`src/rtl/axi4_lite_reg_slave.sv`:
```
// AXI4-Lite responder exposing RW control registers and RO status registers.
// Write and read channels are independent, each with at most one transaction in flight.
module axi4_lite_reg_slave #(
  parameter int ADDR_W   = 32,
  parameter int DATA_W   = 32,
  parameter int RW_COUNT = 8,
  parameter int RO_COUNT = 8
) (
  input  logic                                             ACLK,
  input  logic                                             ARESETn,
  input  logic                                             AWVALID,
  output logic                                             AWREADY,
  input  logic [ADDR_W-1:0]                                AWADDR,
  input  logic [2:0]                                       AWPROT,
  input  logic                                             WVALID,
  output logic                                             WREADY,
  input  logic [DATA_W-1:0]                                WDATA,
  input  logic [DATA_W/8-1:0]                              WSTRB,
  output logic                                             BVALID,
  input  logic                                             BREADY,
  output logic                                             BRESP,
  input  logic                                             ARVALID,
  output logic                                             ARREADY,
  input  logic [ADDR_W-1:0]                                ARADDR,
  input  logic [2:0]                                       ARPROT,
  output logic                                             RVALID,
  input  logic                                             RREADY,
  output logic [DATA_W-1:0]                                RDATA,
  output logic                                             RRESP,
  output logic [RW_COUNT*DATA_W-1:0]                       rw_regs,
  output logic [RW_COUNT-1:0]                              wr_pulse,
  input  logic [((RO_COUNT > 0) ? RO_COUNT : 1)*DATA_W-1:0] ro_regs
);

  localparam int STRB_W = DATA_W / 8;
  localparam int OFF_W  = $clog2(STRB_W);
  localparam logic [ADDR_W-1:0] RW_END = ADDR_W'(RW_COUNT);
  localparam logic [ADDR_W-1:0] RO_END = ADDR_W'(RW_COUNT + RO_COUNT);

  logic                       rdy_en_q, rdy_en_d;
  logic                       aw_held_q, aw_held_d;
  logic [ADDR_W-1:0]          awaddr_q, awaddr_d;
  logic                       w_held_q, w_held_d;
  logic [DATA_W-1:0]          wdata_q, wdata_d;
  logic [STRB_W-1:0]          wstrb_q, wstrb_d;
  logic                       bvalid_q, bvalid_d;
  logic                       bresp_q, bresp_d;
  logic [RW_COUNT*DATA_W-1:0] rw_q, rw_d;
  logic [RW_COUNT-1:0]        wr_pulse_q, wr_pulse_d;
  logic                       rvalid_q, rvalid_d;
  logic                       rresp_q, rresp_d;
  logic [DATA_W-1:0]          rdata_q, rdata_d;

  logic              aw_hs, w_hs, ar_hs, commit;
  logic [ADDR_W-1:0] wr_addr, wr_idx, rd_idx;
  logic [DATA_W-1:0] wr_data;
  logic [STRB_W-1:0] wr_strb;
  logic              unused_ok;

  assign unused_ok = ^{AWPROT, ARPROT};

  // rdy_en keeps all READYs low through reset and for the first edge after it.
  assign rdy_en_d = 1'b1;
  assign AWREADY  = rdy_en_q && !aw_held_q && !bvalid_q;
  assign WREADY   = rdy_en_q && !w_held_q && !bvalid_q;
  assign ARREADY  = rdy_en_q && !rvalid_q;
  assign BVALID   = bvalid_q;
  assign BRESP    = bresp_q;
  assign RVALID   = rvalid_q;
  assign RRESP    = rresp_q;
  assign RDATA    = rdata_q;
  assign rw_regs  = rw_q;
  assign wr_pulse = wr_pulse_q;

  always_comb begin
    aw_hs   = AWVALID && AWREADY;
    w_hs    = WVALID && WREADY;
    wr_addr = aw_held_q ? awaddr_q : AWADDR;
    wr_data = w_held_q ? wdata_q : WDATA;
    wr_strb = w_held_q ? wstrb_q : WSTRB;
    wr_idx  = wr_addr >> OFF_W;
    commit  = (aw_hs || aw_held_q) && (w_hs || w_held_q);

    aw_held_d  = aw_held_q;
    awaddr_d   = awaddr_q;
    w_held_d   = w_held_q;
    wdata_d    = wdata_q;
    wstrb_d    = wstrb_q;
    bvalid_d   = bvalid_q;
    bresp_d    = bresp_q;
    rw_d       = rw_q;
    wr_pulse_d = '0;

    if (aw_hs) begin
      aw_held_d = 1'b1;
      awaddr_d  = AWADDR;
    end
    if (w_hs) begin
      w_held_d = 1'b1;
      wdata_d  = WDATA;
      wstrb_d  = WSTRB;
    end

    if (commit) begin
      aw_held_d = 1'b0;
      w_held_d  = 1'b0;
      bvalid_d  = 1'b1;
      bresp_d   = (wr_idx >= RO_END);
      for (int i = 0; i < RW_COUNT; i++) begin
        if (wr_idx == ADDR_W'(i)) begin
          wr_pulse_d[i] = 1'b1;
          for (int k = 0; k < STRB_W; k++) begin
            if (wr_strb[k]) rw_d[i*DATA_W + k*8 +: 8] = wr_data[k*8 +: 8];
          end
        end
      end
    end else if (bvalid_q && BREADY) begin
      bvalid_d = 1'b0;
    end
  end

  // Reads sample rw_q, so a same-edge write is not visible to the read.
  always_comb begin
    ar_hs    = ARVALID && ARREADY;
    rd_idx   = ARADDR >> OFF_W;
    rvalid_d = rvalid_q;
    rresp_d  = rresp_q;
    rdata_d  = rdata_q;

    if (ar_hs) begin
      rvalid_d = 1'b1;
      rresp_d  = (rd_idx >= RO_END);
      rdata_d  = '0;
      if (rd_idx < RW_END) begin
        for (int i = 0; i < RW_COUNT; i++) begin
          if (rd_idx == ADDR_W'(i)) rdata_d = rw_q[i*DATA_W +: DATA_W];
        end
      end else begin
        for (int j = 0; j < RO_COUNT; j++) begin
          if (rd_idx == ADDR_W'(RW_COUNT + j)) rdata_d = ro_regs[j*DATA_W +: DATA_W];
        end
      end
    end else if (rvalid_q && RREADY) begin
      rvalid_d = 1'b0;
    end
  end

  always_ff @(posedge ACLK or negedge ARESETn) begin
    if (!ARESETn) begin
      rdy_en_q   <= 1'b0;
      aw_held_q  <= 1'b0;
      awaddr_q   <= '0;
      w_held_q   <= 1'b0;
      wdata_q    <= '0;
      wstrb_q    <= '0;
      bvalid_q   <= 1'b0;
      bresp_q    <= 1'b0;
      rw_q       <= '0;
      wr_pulse_q <= '0;
      rvalid_q   <= 1'b0;
      rresp_q    <= 1'b0;
      rdata_q    <= '0;
    end else begin
      rdy_en_q   <= rdy_en_d;
      aw_held_q  <= aw_held_d;
      awaddr_q   <= awaddr_d;
      w_held_q   <= w_held_d;
      wdata_q    <= wdata_d;
      wstrb_q    <= wstrb_d;
      bvalid_q   <= bvalid_d;
      bresp_q    <= bresp_d;
      rw_q       <= rw_d;
      wr_pulse_q <= wr_pulse_d;
      rvalid_q   <= rvalid_d;
      rresp_q    <= rresp_d;
      rdata_q    <= rdata_d;
    end
  end

endmodule
```
`config.mk`:
```
export PLATFORM = sky130hd
export DESIGN_NAME = axi4_lite_reg_slave
export DESIGN_NICKNAME = d
export VERILOG_FILES = /design/src/rtl/axi4_lite_reg_slave.sv
export SDC_FILE = /design/constraint.sdc
export NUM_CORES = 1
export LEC_CHECK = 0
export CAP_MARGIN = 20
export CORE_AREA = 3 3 257 259
export CTS_BUF_LIST = sky130_fd_sc_hd__clkbuf_4
export CTS_CLUSTER_SIZE = 14
export DETAILED_ROUTE_END_ITERATION = 12
export DIE_AREA = 0 0 260 262
export HOLD_SLACK_MARGIN = 0.06
export PLACE_DENSITY = 0.65
export SYNTH_ARGS = -nofsm -noshare
export SYNTH_HDL_FRONTEND = slang
export SYNTH_SLANG_ARGS = --single-unit
```
`constraint.sdc`:
```
create_clock -name ACLK -period 2.9 [get_ports ACLK]
set_input_delay 0.725 -clock ACLK [delete_from_list [all_inputs] [get_ports ACLK]]
set_output_delay 0.725 -clock ACLK [all_outputs]
set_load 0.02 [all_outputs]
```
==> reports/metrics.csv <==
metric;value;unit
dp_cells;3108;
final_cell_mix;clkdlybuf4s50_1 (649), dfrtp_1 (365), mux2_2 (249), clkbuf_4 (151), mux2_1 (149);
status;completed;
drv_slew;0;
yosys_warnings;0;
rows;93;
htree_levels;3;
min_path_type;in -> reg;
area_growth;54.6;%
firstDrtPassIters;5;
ys_types;60;
arrival;2030;ps
gp_congestion;0.935;
grt_pass1_wl;126;mm
drt_iter0_drc;1082;
swShare;30.2;%
io_pins;672;
period_needed;2760;ps
numCtsBuffers;100;
overflow;0;
design.core.area;64100;um2
final_common_cell;clkdlybuf4s50_1;
dp_hpwl;71.1;mm
path_clk_slew;70;ps
drc;0;
cpLargestDelayFamily;buffers and inverters;
path_cells;clkdlybuf4s50_1;
p_sw;4260;uW
die_h;262;um
avgSynthCellArea;12.8;um2
synth_edf_count;0;
yosysSeqAreaShare;48.0;%
clock_sinks;369;
ant_nets;0;
port_buffers;661;
cp-start-kind;flip-flop;
slew_headroom;31.0;%
period_share;95.2;%
p_total;14100;uW
grt_pass1_vias;18006;
cpPeakStageDelay;660;ps
power.density;474;nW/um2
fin_worst_skew;92.6;ps
routedWlPerCell;27.3;um
avgViaCountPerCell;5.24;
cp_num_buf_inv;1;
hold_violations;0;
cap_violations;0;
crit_path_end_kind;output pin;
finalNonFillerCells;3297;
grt_usage;25.4;%
fin_nets;2726;
ys_async_sr_fraction;100;%
die_x;260;um
synth_nets;1867;
clockRootBuffer;clkbuf_4;
fmax;0.362;GHz
setup_tns;0;ps
clkLatencyLatePin;880;ps
vdd_drop_max;0.492;mV
setup_violations;0;
wirelength;90.1;mm
antenna_found_initial;10;
clockBufferDepth;3;
cts_tree;done;
grt_max_degree;64;
cp.required;2170;ps
dr_total_vias;17270;
combPwrFrac;23.0;%
synthCells;1498;
dieArea;68100;um2
p_int;9830;uW
power_leakage;0.0131;uW
initial_core_util;30.0;%
p_seq_share;42.5;%
worstMarginPinSlew;1020;ps
synth_ff_type;dfrtp_1;
cpMaxStageDelayCell;clkdlybuf4s50_1;
drive_above_1_share;28.6;%
crit_path_max_fanout;3;
clkPwrFrac;34.6;%
syn_area;19200;um2
worstSetupPathType;reg -> out;
synth-seq-cells;369;
## stage by stage
| step | utilization, % | instance area (um2) | hold WS, ps | setup WS, ps |
|---|---|---|---|---|
| after floorplan | - | 19200 | 429 | 500 |
| after global placement | 44.2 | 28300 | 473 | -581 |
| after detailed placement | 44.2 | 28300 | 476 | -618 |
| after CTS | 46.3 | 29700 | 285 | 14.0 |
| after global routing | 46.3 | 29700 | 299 | -6.74 |
| final | 46.3 | 29700 | 396 | 140 |
## flip-flops by register name, summed over array words and instances, names as in the netlist, 4 cells and up
signal,cells
rw_regs,256
wstrb_q,4
awaddr_q,30
RDATA,32
wr_pulse,8
wdata_q,32
## routing by layer
| metal | GRT usage [%] | part of all wire (%) |
|---|---|---|
| met5 | 0 | 0 |
| met4 | 11.0 | 3.8 |
| met3 | 6.62 | 7.4 |
| met2 | 41.9 | 48 |
| met1 | 31.6 | 41 |
## area by class of cell
cell class	instances	area, um2
sequential	369	9240
clock inverter	27	184
antenna	9	22.5
clock buffer	151	1130
timing repair buffer	840	8420
tap	855	1070
multi-input combinational	1028	9570
inverter	18	67.6
fill	5875	34400
## kinds of logic after synthesis
group | Yosys count | share of synthesized area, %
AO/OA/AOI/OAI | 254 | 8.65
buffers and inverters | 101 | 2.35
flip-flops | 369 | 48.0
multiplexers | 505 | 32.1
other | 1 | 0.0195
AND/OR/NAND/NOR | 268 | 8.85
## power by group through the flow
stage	registers (uW)	logic, uW	clock network (uW)
global placement	6040	3170	0
finish	5980	3230	4870
CTS	5980	3260	5010
floorplan	6020	1650	0
global route	6050	3460	5260
detailed placement	6080	3240	0
## synthesized netlist by cell type, types with 4 or more instances
master	instances	area share (%)
buf_1	16	0.31
nor4_1	26	0.85
and2_1	5	0.16
mux2i_1	58	3.0
a211oi_1	10	0.39
nor3_1	20	0.52
a211o_1	7	0.32
nand4_1	5	0.16
and3_1	8	0.26
nand2_1	47	0.92
o221ai_1	20	0.91
dfrtp_1	369	48
nand3_4	21	1.9
nor2b_1	17	0.55
mux2_1	149	8.7
a2bb2oi_1	17	0.77
o211ai_1	10	0.39
inv_1	18	0.35
nand3_2	11	0.57
nor2_1	65	1.3
o21ai_0	66	1.7
buf_2	25	0.65
o22ai_1	40	1.3
mux2_2	249	15
a31oi_1	8	0.26
a221oi_1	8	0.36
nand3_1	19	0.49
a22oi_1	12	0.47
clkbuf_1	36	0.70
mux4_2	48	5.6
a21oi_1	40	1.0
and4_1	4	0.18
nor2_2	4	0.13
## worst paths after layout
check / cells after the start / start / end / slack (ps)
min: 2 / BREADY / BVALID$_DFFE_PN0P_ / 400
min reg2reg: 2 / RDATA[10]$_DFFE_PN0P_ / RDATA[10]$_DFFE_PN0P_ / 500
max in group asynchronous: 3 / ARESETn / wr_pulse[3]$_DFF_PN0_ / 1630
max reg2reg: 8 / aw_held_q$_DFFE_PN0P_ / rw_regs[241]$_DFFE_PN0P_ / 420
max: 1 / rw_regs[200]$_DFFE_PN0P_ / rw_regs[200] / 140
min in group asynchronous: 2 / ARESETn / wdata_q[14]$_DFFE_PN0P_ / 420
## repair_timing
item	CTS	global route
setup buffers	1	0
setup endpoints to repair	9	0
hold buffers	1	0
hold endpoints to repair	54	0
gates resized for setup	13	0
Power figures use the tool's default switching activity.
